===== config.mk =====
export PLATFORM = sky130hd
export DESIGN_NAME = uart_tx
export DESIGN_NICKNAME = d
export VERILOG_FILES = /design/src/rtl/uart_tx.sv
export SDC_FILE = /design/constraint.sdc
export NUM_CORES = 1
export LEC_CHECK = 0
export ABC_CLOCK_PERIOD_IN_PS = 5510
export CORE_ASPECT_RATIO = 0.9
export CORE_MARGIN = 5
export CORE_UTILIZATION = 55
export DETAILED_ROUTE_END_ITERATION = 10
export GPL_ROUTABILITY_DRIVEN = 0
export PLACE_DENSITY = 0.75
export REMOVE_ABC_BUFFERS = 1
export SYNTH_ARGS = -nofsm -noshare
export SYNTH_HDL_FRONTEND = slang
export SYNTH_SLANG_ARGS = --single-unit

===== constraint.sdc =====
create_clock -name clk_3125 -period 5.51 [get_ports clk_3125]
set_input_delay 1.102 -clock clk_3125 [delete_from_list [all_inputs] [get_ports clk_3125]]
set_output_delay 1.102 -clock clk_3125 [all_outputs]
set_load 0.01 [all_outputs]

===== src/rtl/uart_tx.sv =====
// -----------------------------------------------------------------------------
// uart_tx
//   UART transmitter with a small byte FIFO in front of the shift register.
//   Frame on the line: start(0), data[7]..data[0] MSB first, optional even
//   parity (^data), stop(1). Every bit lasts CLKS_PER_BIT cycles of clk_3125.
//   When a stop bit ends and another byte is queued, the next start bit follows
//   immediately, so queued characters leave back-to-back with no idle gap.
//
// Ports
//   clk_3125       in   system clock, all state changes on posedge
//   rst            in   asynchronous, active-high reset
//   tx_data  [7:0] in   byte to queue
//   tx_valid       in   tx_data is valid this cycle
//   tx_ready       out  FIFO can accept a byte (not full)
//   tx             out  serial line, idles high, registered
//   tx_busy        out  a frame is on the line
//   tx_done        out  1-cycle pulse on the final cycle of each stop bit
//   tx_fifo_level  out  bytes currently queued
// -----------------------------------------------------------------------------
module uart_tx #(
  parameter int CLKS_PER_BIT = 14,  // >= 2
  parameter int FIFO_DEPTH   = 4,   // power of 2, >= 2
  parameter int PARITY_EN    = 1
) (
  input  logic                              clk_3125,
  input  logic                              rst,
  input  logic [7:0]                        tx_data,
  input  logic                              tx_valid,
  output logic                              tx_ready,
  output logic                              tx,
  output logic                              tx_busy,
  output logic                              tx_done,
  output logic [$clog2(FIFO_DEPTH+1)-1:0]   tx_fifo_level
);

  localparam int LVL_W = $clog2(FIFO_DEPTH + 1);
  localparam int PTR_W = $clog2(FIFO_DEPTH);
  localparam int CYC_W = $clog2(CLKS_PER_BIT);

  typedef enum logic [2:0] {
    S_IDLE,
    S_START,
    S_DATA,
    S_PARITY,
    S_STOP
  } state_t;

  // FIFO storage and bookkeeping
  logic [7:0]       r_mem [FIFO_DEPTH];
  logic [PTR_W-1:0] r_wr_ptr;
  logic [PTR_W-1:0] r_rd_ptr;
  logic [LVL_W-1:0] r_count;

  // Transmit state
  state_t           r_state;
  logic [CYC_W-1:0] r_cyc;
  logic [2:0]       r_bit_idx;
  logic [7:0]       r_shift;
  logic             r_tx;
  logic             r_tx_done;

  logic w_push;
  logic w_pop;
  logic w_empty;
  logic w_bit_end;

  assign w_empty   = (r_count == '0);
  assign w_bit_end = (r_cyc == CYC_W'(CLKS_PER_BIT - 1));
  assign w_push    = tx_valid && tx_ready;
  // The shifter takes the FIFO head either from IDLE or at the very end of a
  // stop bit, which is what makes consecutive frames contiguous.
  assign w_pop     = !w_empty &&
                     ((r_state == S_IDLE) || ((r_state == S_STOP) && w_bit_end));

  assign tx_ready      = (r_count != LVL_W'(FIFO_DEPTH));
  assign tx_fifo_level = r_count;
  assign tx            = r_tx;
  assign tx_busy       = (r_state != S_IDLE);
  assign tx_done       = r_tx_done;

  // NOTE: sequential state uses non-blocking assignments so every register
  // samples the pre-edge values, independent of statement order.
  always_ff @(posedge clk_3125 or posedge rst) begin
    if (rst) begin
      r_wr_ptr <= '0;
      r_rd_ptr <= '0;
      r_count  <= '0;
    end else begin
      if (w_push) r_wr_ptr <= r_wr_ptr + PTR_W'(1);
      if (w_pop)  r_rd_ptr <= r_rd_ptr + PTR_W'(1);
      // Level comes from its own counter; a simultaneous push and pop cancel.
      case ({w_push, w_pop})
        2'b10:   r_count <= r_count + LVL_W'(1);
        2'b01:   r_count <= r_count - LVL_W'(1);
        default: r_count <= r_count;
      endcase
    end
  end

  // NOTE: the storage array has no reset; a flush only clears pointers and the
  // count, so stale contents are never observable and the array can map to RAM.
  always_ff @(posedge clk_3125) begin
    if (w_push) r_mem[r_wr_ptr] <= tx_data;
  end

  // tx is loaded with the value of the bit being entered, so the line changes
  // on the same edge as the state and never glitches.
  always_ff @(posedge clk_3125 or posedge rst) begin
    if (rst) begin
      r_state   <= S_IDLE;
      r_cyc     <= '0;
      r_bit_idx <= '0;
      r_shift   <= '0;
      r_tx      <= 1'b1;
      r_tx_done <= 1'b0;
    end else begin
      // Pulse is registered one cycle early so it is high during the last
      // cycle of the stop bit.
      r_tx_done <= (r_state == S_STOP) && (r_cyc == CYC_W'(CLKS_PER_BIT - 2));
      r_cyc     <= w_bit_end ? '0 : r_cyc + CYC_W'(1);

      case (r_state)
        S_IDLE: begin
          r_tx  <= 1'b1;
          r_cyc <= '0;
          if (w_pop) begin
            r_shift   <= r_mem[r_rd_ptr];
            r_state   <= S_START;
            r_bit_idx <= '0;
            r_tx      <= 1'b0;
          end
        end

        S_START: begin
          if (w_bit_end) begin
            r_state   <= S_DATA;
            r_bit_idx <= '0;
            r_tx      <= r_shift[7];
          end
        end

        S_DATA: begin
          if (w_bit_end) begin
            if (r_bit_idx == 3'd7) begin
              if (PARITY_EN != 0) begin
                r_state <= S_PARITY;
                r_tx    <= ^r_shift;
              end else begin
                r_state <= S_STOP;
                r_tx    <= 1'b1;
              end
            end else begin
              r_bit_idx <= r_bit_idx + 3'd1;
              r_tx      <= r_shift[3'd6 - r_bit_idx];
            end
          end
        end

        S_PARITY: begin
          if (w_bit_end) begin
            r_state <= S_STOP;
            r_tx    <= 1'b1;
          end
        end

        S_STOP: begin
          if (w_bit_end) begin
            if (w_pop) begin
              r_shift   <= r_mem[r_rd_ptr];
              r_state   <= S_START;
              r_bit_idx <= '0;
              r_tx      <= 1'b0;
            end else begin
              r_state <= S_IDLE;
              r_tx    <= 1'b1;
            end
          end
        end

        default: begin
          r_state <= S_IDLE;
          r_tx    <= 1'b1;
        end
      endcase
    end
  end

endmodule


---- Word level (Yosys, flattened, before mapping) ----
Memory sizes are Yosys's and may differ from the RTL's.
Cells that the tools add are included.
operators by class
  add/sub/neg operators ................... 7
  $mul .................................... 0
  div/mod/pow operators ................... 0
  magnitude comparators ................... 1
  equal/unequal tests ..................... 17
  shifts and indexed selects .............. 0
  muxes and demuxes ....................... 31
  bitwise logic cells ..................... 0
  reduce and logical (&&, ||, !) cells .... 17
operator list
  operator                                                    count
  two-way mux 3 bit                                           11
  two-way mux 8 bit                                           2
  one-hot mux 8 bit (2 select lines)                          1
  one-hot mux 3 bit (5 select lines)                          1
  inequality test 2 bit, second input constant                7
  one-hot mux 3 bit (4 select lines)                          1
  two-way mux 1 bit                                           10
  equality test 4 bit, second input constant                  2
  two-way mux 4 bit                                           2
  parity 8 bit                                                1
  adder 3 x 1 -> 3 bit, second input constant                 2
  equality test 3 x 2 -> 1 bit, second input constant         2
  equality test 3 bit, second input constant                  2
  logical NOT 3 bit                                           2
  one-hot mux 3 bit (2 select lines)                          1
  AND reduction 6 bit                                         1
  one-hot mux 1 bit (5 select lines)                          1
  AND reduction 5 bit                                         1
  adder 2 x 1 -> 2 bit, second input constant                 2
  adder 4 x 1 -> 4 bit, second input constant                 1
  logical AND 1 bit                                           4
  less-than comparator 3 x 4 -> 1 bit, second input constant  1
  AND reduction 4 bit                                         1
  nonzero test 2 bit                                          2
  12 further kinds                                            12
word-level totals
  register bits after elaboration ......... 27
  bits in latches ......................... 0
  bits in writable memories ............... 32
  bits in read-only memories .............. 0
  output and inout port bits .............. 7
  logic and storage cells ................. 83
  memories kept ........................... 1
memories
  name   words  width  read ports  clocked after memory_dff  wr ports  RTL line  RTL
  r_mem  4      8      1           0                         1         49        logic [7:0] r_mem [FIFO_DEPTH];

---- Longest topological paths before layout ----
Gate-level depths: netlist (run 1).
  word-level depth ........................ 7
  mapped depth ............................ 10
  gate-level depth less buffers ........... 9

---- Worst setup path before layout (run 1) ----
OpenSTA, ideal clock, no wires.
  path kind ............................... register -> register
  start ................................... reg r_cyc[1]
  end ..................................... reg r_count[2], in the netlist tx_fifo_level[2]
  data arrival time ....................... 2,235 ps
  data required time ...................... 5,384 ps
  path slack .............................. 3,149 ps
  stages on the path, launching flop included .. 11
  cell sequence ........................... dfrtp_1 -> inv_1 -> ha_1 -> nand3_4 -> a2111oi_4 -> buf_4 -> nand2_1 -> fa_1 -> nor3_1 -> nor2_1 -> xnor2_1
between the ends
  longest elaborated chain between the ends .. 6
  elaborated cells on any way between the ends .. 8
RTL lines
  what                                                                      RTL line  RTL
  start, declared                                                           56        logic [CYC_W-1:0] r_cyc;
  start signal, assigned                                                    120       r_cyc <= w_bit_end ? '0 : r_cyc + CYC_W'(1);
  equality test 4 bit *                                                     68        assign w_bit_end = (r_cyc == CYC_W'(CLKS_PER_BIT - 1));
  logical AND 1 bit *                                                       73        ((r_state == S_IDLE) || ((r_state == S_STOP) && w_bit_end));
  logical OR 1 bit *                                                        73
  logical AND 1 bit *                                                       72        assign w_pop = !w_empty &&
  equality test 2 x 1 -> 1 bit or equality test 2 bit (tied branches)       92        case ({w_push, w_pop})
  one-hot mux 3 bit (2 select lines) or nonzero test 2 bit (tied branches)  -
  end signal, assigned                                                      93        2'b10: r_count <= r_count + LVL_W'(1);
  end signal, assigned                                                      94        2'b01: r_count <= r_count - LVL_W'(1);
  end signal, assigned                                                      95        default: r_count <= r_count;
  end, declared                                                             52        logic [LVL_W-1:0] r_count;
Mark *: on every way between the ends. The rest lies on a longest branch, timed or not.
A chain may end at the register's enable or synchronous reset.

---- Final worst setup path (run 1) ----
  start ................................... reg r_state[0]
  end ..................................... out tx_busy
between the ends
  longest elaborated chain between the ends .. 1
RTL lines
  what                    RTL line  RTL
  start, declared         55        state_t r_state;
  start signal, assigned  110       r_state <= S_IDLE;
  start signal, assigned  128       r_state <= S_START;
  start signal, assigned  136       r_state <= S_DATA;
  nonzero test 3 bit      78        assign tx_busy = (r_state != S_IDLE);
  end, declared           31        output logic tx_busy,
No other way between the ends.

==> flow_metrics.env, run 1 <==
export IMPL_status="complete, no violations"
export IMPL_wl_um=4530
export IMPL_fillers=335
export IMPL_synth_seq_cells=59
export IMPL_netlist_area_leader_share=0.356
export IMPL_drcViolationCount=0
export IMPL_ys_async_sr_fraction=0.458
export IMPL_grt_overflow_total=0
export IMPL_grt_pass1_wl_um=7720
export IMPL_cts_repair_resized=0
export IMPL_drt_antenna_violating_nets=0
export IMPL_drive_gt1_frac=0.195
export IMPL_cts_sinks=59
export IMPL_crit_arrival_ns=1.85
export IMPL_yosysTopAreaCell="edfxtp_1"
export IMPL_grt_max_degree=28
export IMPL_hold_path_end="tx_fifo_level[2]$_DFFE_PP0P_"
export IMPL_p_leak_nw=1.19
export IMPL_synth_area_per_cell_um2=14.6
export IMPL_relSlewSlack=0.327
export IMPL_power_density_nw_per_um2=547
export IMPL_h_tree_depth=3
export IMPL_drt_first_pass_iters=4
export IMPL_synth_cells=185
export IMPL_syn2layout_area_growth_pct=15.4
export IMPL_clkTransAtPathRegs_ns=0.07
export IMPL_cts_buffers=9
export IMPL_ctsHoldBuffers=0
export IMPL_fp_dieArea_um2=6420
export IMPL_startpoint_type="register"
export IMPL_rows=24
export IMPL_worst_slew_pin_slew_ns=1.01
export IMPL_yosys_warnings=0
export IMPL_dp_slack_ns=2.76
export IMPL_wl_per_cell_um=16.5
export IMPL_fp_dieW_um=83.9
export IMPL_synth_edff_count=32
export IMPL_fin_ws_ns=2.56
export IMPL_antenna_found_initial=0
export IMPL_final_hold_viol_count=0
export IMPL_netlist_area_um2=2700
export IMPL_cts_tree="yes"
export IMPL_cp_max_fo=13
export IMPL_ys_seq_area_frac=0.606
export IMPL_critPathRequiredTime_ns=4.41
export IMPL_routed_via_count=1486
export IMPL_diodes=0
export IMPL_timing_rr_start="r_cyc[1]$_DFF_PP0_"
export IMPL_first_iter_violations=51
export IMPL_vias_per_cell=5.40
export IMPL_root_buffer="clkbuf_8"
export IMPL_clock_fmax_mhz=339
export IMPL_core_um2=4800
export IMPL_multi_input_area_um2=997
export IMPL_r2r_end="tx_fifo_level[2]$_DFFE_PP0P_"
export IMPL_hp_class="register to register"
export IMPL_grt_usage=0.160
export IMPL_grt_pass1_vias=1598
export IMPL_synth_area_leaders="edfxtp_1, dfrtp_1, mux4_2, ha_1, xnor2_1"
export IMPL_nNetsFinal=227
export IMPL_die_height_um=76.5
export IMPL_rsz0062_at_grt="no"
export IMPL_maxCapViolCount=0
export IMPL_r2r_cells=9
export IMPL_min_period_ns=2.95
export IMPL_clk_latency_ns=0.33
export IMPL_finalSetupViolations=0
export IMPL_ys_flop_type="edfxtp_1"
export IMPL_rrSetupSlack_ns=2.75
export IMPL_min_from="tx_fifo_level[2]$_DFFE_PP0P_"
export IMPL_regArea_um2=1640
export IMPL_cts_buffer_depth=2
export IMPL_final_max_slew_violation_count=0
export IMPL_post_cts_buffers=0
export IMPL_period_share=0.535
export IMPL_dp_hpwl_um=3180
export IMPL_fin_setup_tns_ns=0
export IMPL_numPortBuffers=17
export IMPL_max_vdd_ir_drop_v=0.000304
export IMPL_synth_cell_types=40
export IMPL_hold_path_depth=1
export IMPL_endpoint_kind="primary output"
export IMPL_io_pins=18
export IMPL_path_class="register to primary output"
export IMPL_fin_skew_ns=0.00771
export IMPL_start_util=0.562
-- flip-flops by register name, summed over array words and instances, names as in the netlist --
register / flops
r_mem: 32
r_shift: 8
r_cyc: 4
r_bit_idx: 3
r_state: 3
tx_fifo_level: 3
r_rd_ptr: 2
r_wr_ptr: 2
tx: 1
tx_done: 1
-- area by class of cell --
cell class	count	area share
Timing Repair Buffer	17	0.0546
Inverter	8	0.00963
Clock inverter	7	0.0245
Multi-Input combinational cell	110	0.320
Clock buffer	9	0.0397
Sequential cell	59	0.525
Tap cell	65	0.0261
-- cells in the mapped netlist, drive strengths merged (2+ instances only) --
| cell type | n |
|---|---|
| ha | 10 |
| dfrtp | 26 |
| buf | 4 |
| a32o | 3 |
| and3 | 7 |
| a21oi | 2 |
| nor3 | 4 |
| nand2 | 13 |
| clkbuf | 4 |
| mux4 | 10 |
| inv | 8 |
| xor2 | 2 |
| o21ai | 5 |
| nor2 | 11 |
| mux2 | 9 |
| xnor2 | 14 |
| nand3 | 3 |
| edfxtp | 32 |
| or2 | 2 |
-- how the worst max path moves through the flow --
stage	startpoint	to	slack (ns)
after floorplan	r_cyc[1]$_DFF_PP0_	tx_fifo_level[2]$_DFFE_PP0P_	3.01
after global placement	tx_valid	tx_fifo_level[2]$_DFFE_PP0P_	2.84
after detailed placement	r_cyc[1]$_DFF_PP0_	tx_fifo_level[2]$_DFFE_PP0P_	2.76
after CTS	r_state[0]$_DFFE_PP0P_	tx_busy	2.54
after global routing	r_state[0]$_DFFE_PP0P_	tx_busy	2.49
final	r_state[0]$_DFFE_PP0P_	tx_busy	2.56
-- report_power, final --
group          total (mW)  leakage [nW]  switching [mW]  internal [mW]
Combinational       0.570         0.472           0.251          0.319
Clock               0.386        0.0962           0.174          0.211
Sequential          0.751         0.623           0.144          0.607
Total                1.71          1.19           0.569           1.14
-- placed cells by master, fill, tap and decap left out, drive strengths merged, types with 3 or more instances in the layout --
cell,count
nand3,3
ha,10
mux4,10
nand2,13
a32o,3
edfxtp,32
o21ai,5
dfrtp,26
nor2,11
clkbuf,9
and3,7
nor3,4
inv,10
mux2,9
clkdlybuf4s50,17
xnor2,14
-- kinds of logic (layout without fill, tap and decap cells) --
logic type	Yosys count	after routing	synth area share
buffers and inverters	16	41	0.0245
flip-flops	59	59	0.606
AO/OA/AOI/OAI	18	18	0.0547
multiplexers	19	19	0.121
XOR/XNOR	16	16	0.0519
AND/OR/NAND/NOR	46	46	0.0880
adder cells (fa/ha/maj)	11	11	0.0537
-- per-stage QoR --
stage,util,area [um2],hold slack (ns),power (mW),instances
3_3_place_gp,0.607,2920,0.489,1.29,259
4_1_cts,0.649,3120,0.532,1.73,275
6_report,0.649,3120,0.530,1.71,275
2_1_floorplan,-,2670,0.474,1.16,177
5_1_grt,0.649,3120,0.578,1.83,275
3_5_place_dp,0.607,2920,0.517,1.33,259
-- metal layers --
metal,vias up,part of all wire,global-route usage
met1,744,0.42,0.185
met5,-,0,0
met2,23,0.54,0.272
met4,0,0.0084,0.0627
li1,714,-,-
met3,5,0.035,0.0551
-- worst max-delay path, stage by stage, from the launching register on --
cell	delay (ns)
dfrtp_1	0.53
or3_1	0.49
clkdlybuf4s50_1	0.50
No activity file was read; power rests on OpenSTA's default activity.
==> run 2, diff against run 1 <==
Settings changed: ABC_CLOCK_PERIOD_IN_PS 5510 to 2840.
Clock period 5.51 ns to 2.84 ns, I/O delays scaled along.
==> run 2 against run 1 <==
Sequential share of layout area down 0.13 points. Largest cell class unchanged. Clock skew fell by 0.0041 ns. Via count increased by 2.8%. Critical path type unchanged. Flip-flop and latch count unchanged. Die area is the same. Largest power group unchanged. Clock-buffer cell count rose by 1. Clock power increased by 90%. Sequential power is 93% higher.
==> flow_metrics.env, run 2 (synthesized netlist as in run 1, its figures left out) <==
export IMPL_crit_path_max_incr_delay_ns=0.52
export IMPL_power_density_nw_per_um2=1050
export IMPL_fin_ws_ns=0.426
export IMPL_path_class="register to primary output"
export IMPL_drt_first_pass_iters=4
export IMPL_clock_fmax_mhz=414
export IMPL_final_cells=277
export IMPL_crit_family="flip-flops"
export IMPL_utilization=0.650
export IMPL_min_from="tx_fifo_level[2]$_DFFE_PP0P_"
export IMPL_crit_start="r_state[0]$_DFFE_PP0P_"
export IMPL_final_cell_mix="edfxtp_1, dfrtp_1, clkdlybuf4s50_1, xnor2_1, nand2_1"
export IMPL_hp_class="register to register"
export IMPL_first_iter_violations=64
export IMPL_clkTransAtPathRegs_ns=0.07
export IMPL_p_comb_frac=0.337
export IMPL_drcViolationCount=0
export IMPL_crit_slowest_cell="dfrtp_1"
export IMPL_cts_buffers=9
export IMPL_cp_max_fo=13
export IMPL_worst_slew_pin_slew_ns=0.571
export IMPL_maxCapViolCount=0
export IMPL_fin_skew_ns=0.00359
export IMPL_grt_pass1_wl_um=7760
export IMPL_fp_dieArea_um2=6420
export IMPL_switchingPower_mw=1.08
export IMPL_diodes=0
export IMPL_drive_gt1_frac=0.193
export IMPL_max_vdd_ir_drop_v=0.000494
export IMPL_period_share=0.850
export IMPL_grt_usage=0.161
export IMPL_wl_per_cell_um=16.2
export IMPL_ctsHoldBuffers=0
export IMPL_final_common_cell="edfxtp_1"
export IMPL_rrSetupSlack_ns=0.60
export IMPL_endpoint="tx_busy"
export IMPL_power_frac_seq=0.441
export IMPL_crit_arrival_ns=1.85
export IMPL_finalSetupViolations=0
export IMPL_io_pins=18
export IMPL_p_clk_frac=0.222
export IMPL_nNetsFinal=229
export IMPL_cp_num_buf_inv=1
export IMPL_routed_via_count=1527
export IMPL_final_max_slew_violation_count=0
export IMPL_top_register="r_mem"
export IMPL_syn2layout_area_growth_pct=15.7
export IMPL_r2r_cells=9
export IMPL_p_int_mw=2.21
export IMPL_startpoint_type="register"
export IMPL_final_hold_viol_count=0
export IMPL_dp_slack_ns=0.638
export IMPL_cts_tree="yes"
export IMPL_cts_repair_resized=0
export IMPL_root_buffer="clkbuf_8"
export IMPL_p_sw_frac=0.330
export IMPL_dp_cells=261
export IMPL_crit_cells=2
export IMPL_h_tree_depth=3
export IMPL_numPortBuffers=17
export IMPL_wl_um=4500
export IMPL_min_period_ns=2.41
export IMPL_status="complete, no violations"
export IMPL_vias_per_cell=5.51
export IMPL_grt_overflow_total=0
export IMPL_rows=24
export IMPL_largest_reg_flops=32
export IMPL_core_um2=4800
export IMPL_endpoint_kind="primary output"
export IMPL_dp_hpwl_um=3110
export IMPL_drt_antenna_violating_nets=0
export IMPL_critPathRequiredTime_ns=2.27
export IMPL_fp_dieW_um=83.9
export IMPL_post_cts_buffers=0
export IMPL_grt_max_degree=28
export IMPL_relSlewSlack=0.619
export IMPL_r2r_end="tx_fifo_level[2]$_DFFE_PP0P_"
export IMPL_rsz0062_at_grt="no"
export IMPL_grt_pass1_vias=1598
export IMPL_clk_latency_ns=0.33
export IMPL_antenna_found_initial=0
export IMPL_fin_setup_tns_ns=0
export IMPL_crit_chain="or3_1 > clkdlybuf4s50_1"
export IMPL_p_leak_nw=1.19
export IMPL_die_height_um=76.5
export IMPL_timing_rr_start="r_cyc[1]$_DFF_PP0_"
export IMPL_cts_buffer_depth=2
export IMPL_start_util=0.562
export IMPL_reg_top3="r_mem (32), r_shift (8), r_cyc (4)"
export IMPL_cts_sinks=59
export IMPL_finalPower_mw=3.29
run 2: changes by cell type in the layout (fill, tap and decap cells not counted), sizes merged:
| cell | before | now |
|---|---|---|
| clkinvlp | 2 | 3 |
| clkbuf | 9 | 10 |
| clkinv | 2 | 1 |
| inv | 10 | 9 |
| buf | 0 | 2 |
run 2: power groups by stage:
stage	clock network [mW]	registers [mW]	logic, mW
after floorplan	0	1.41	0.835
after global placement	0	1.45	1.07
after detailed placement	0	1.47	1.11
after CTS	0.756	1.46	1.13
after global routing	0.803	1.50	1.21
final	0.732	1.45	1.11
run 2: routing by layer:
layer | vias to the layer above | part of all wire | wire length, um | global-route usage
met2 | 29 | 0.52 | 2350 | 0.269
li1 | 723 | - | - | -
met3 | 9 | 0.050 | 224 | 0.0692
met1 | 766 | 0.41 | 1850 | 0.179
met4 | 0 | 0.018 | 83 | 0.0675
met5 | - | 0 | 0 | 0
run 2: worst min path at each step:
| stage | endpoint | slack (ns) | depth (start not counted) |
|---|---|---|---|
| detailed placement | tx_fifo_level[2]$_DFFE_PP0P_ | 0.50 | 1 |
| CTS | tx_fifo_level[2]$_DFFE_PP0P_ | 0.52 | 1 |
| floorplan | r_cyc[0]$_DFF_PP0_ | 0.47 | 1 |
| global route | tx_fifo_level[2]$_DFFE_PP0P_ | 0.55 | 1 |
| global placement | r_cyc[0]$_DFF_PP0_ | 0.49 | 1 |
| finish | tx_fifo_level[2]$_DFFE_PP0P_ | 0.52 | 1 |
run 2: cell type report:
type | instances | area, um2
fill | 351 | 1680
timing repair buffer | 19 | 185
clock inverter | 6 | 65.1
sequential | 59 | 1640
clock buffer | 10 | 128
inverter | 8 | 30.0
multi-input combinational | 110 | 997
tap | 65 | 81.3
run 2: through the flow:
step	instance area [um2]	hold slack [ns]
floorplan	2670	0.474
global placement	2930	0.490
detailed placement	2930	0.500
CTS	3120	0.519
global route	3120	0.547
finish	3120	0.516
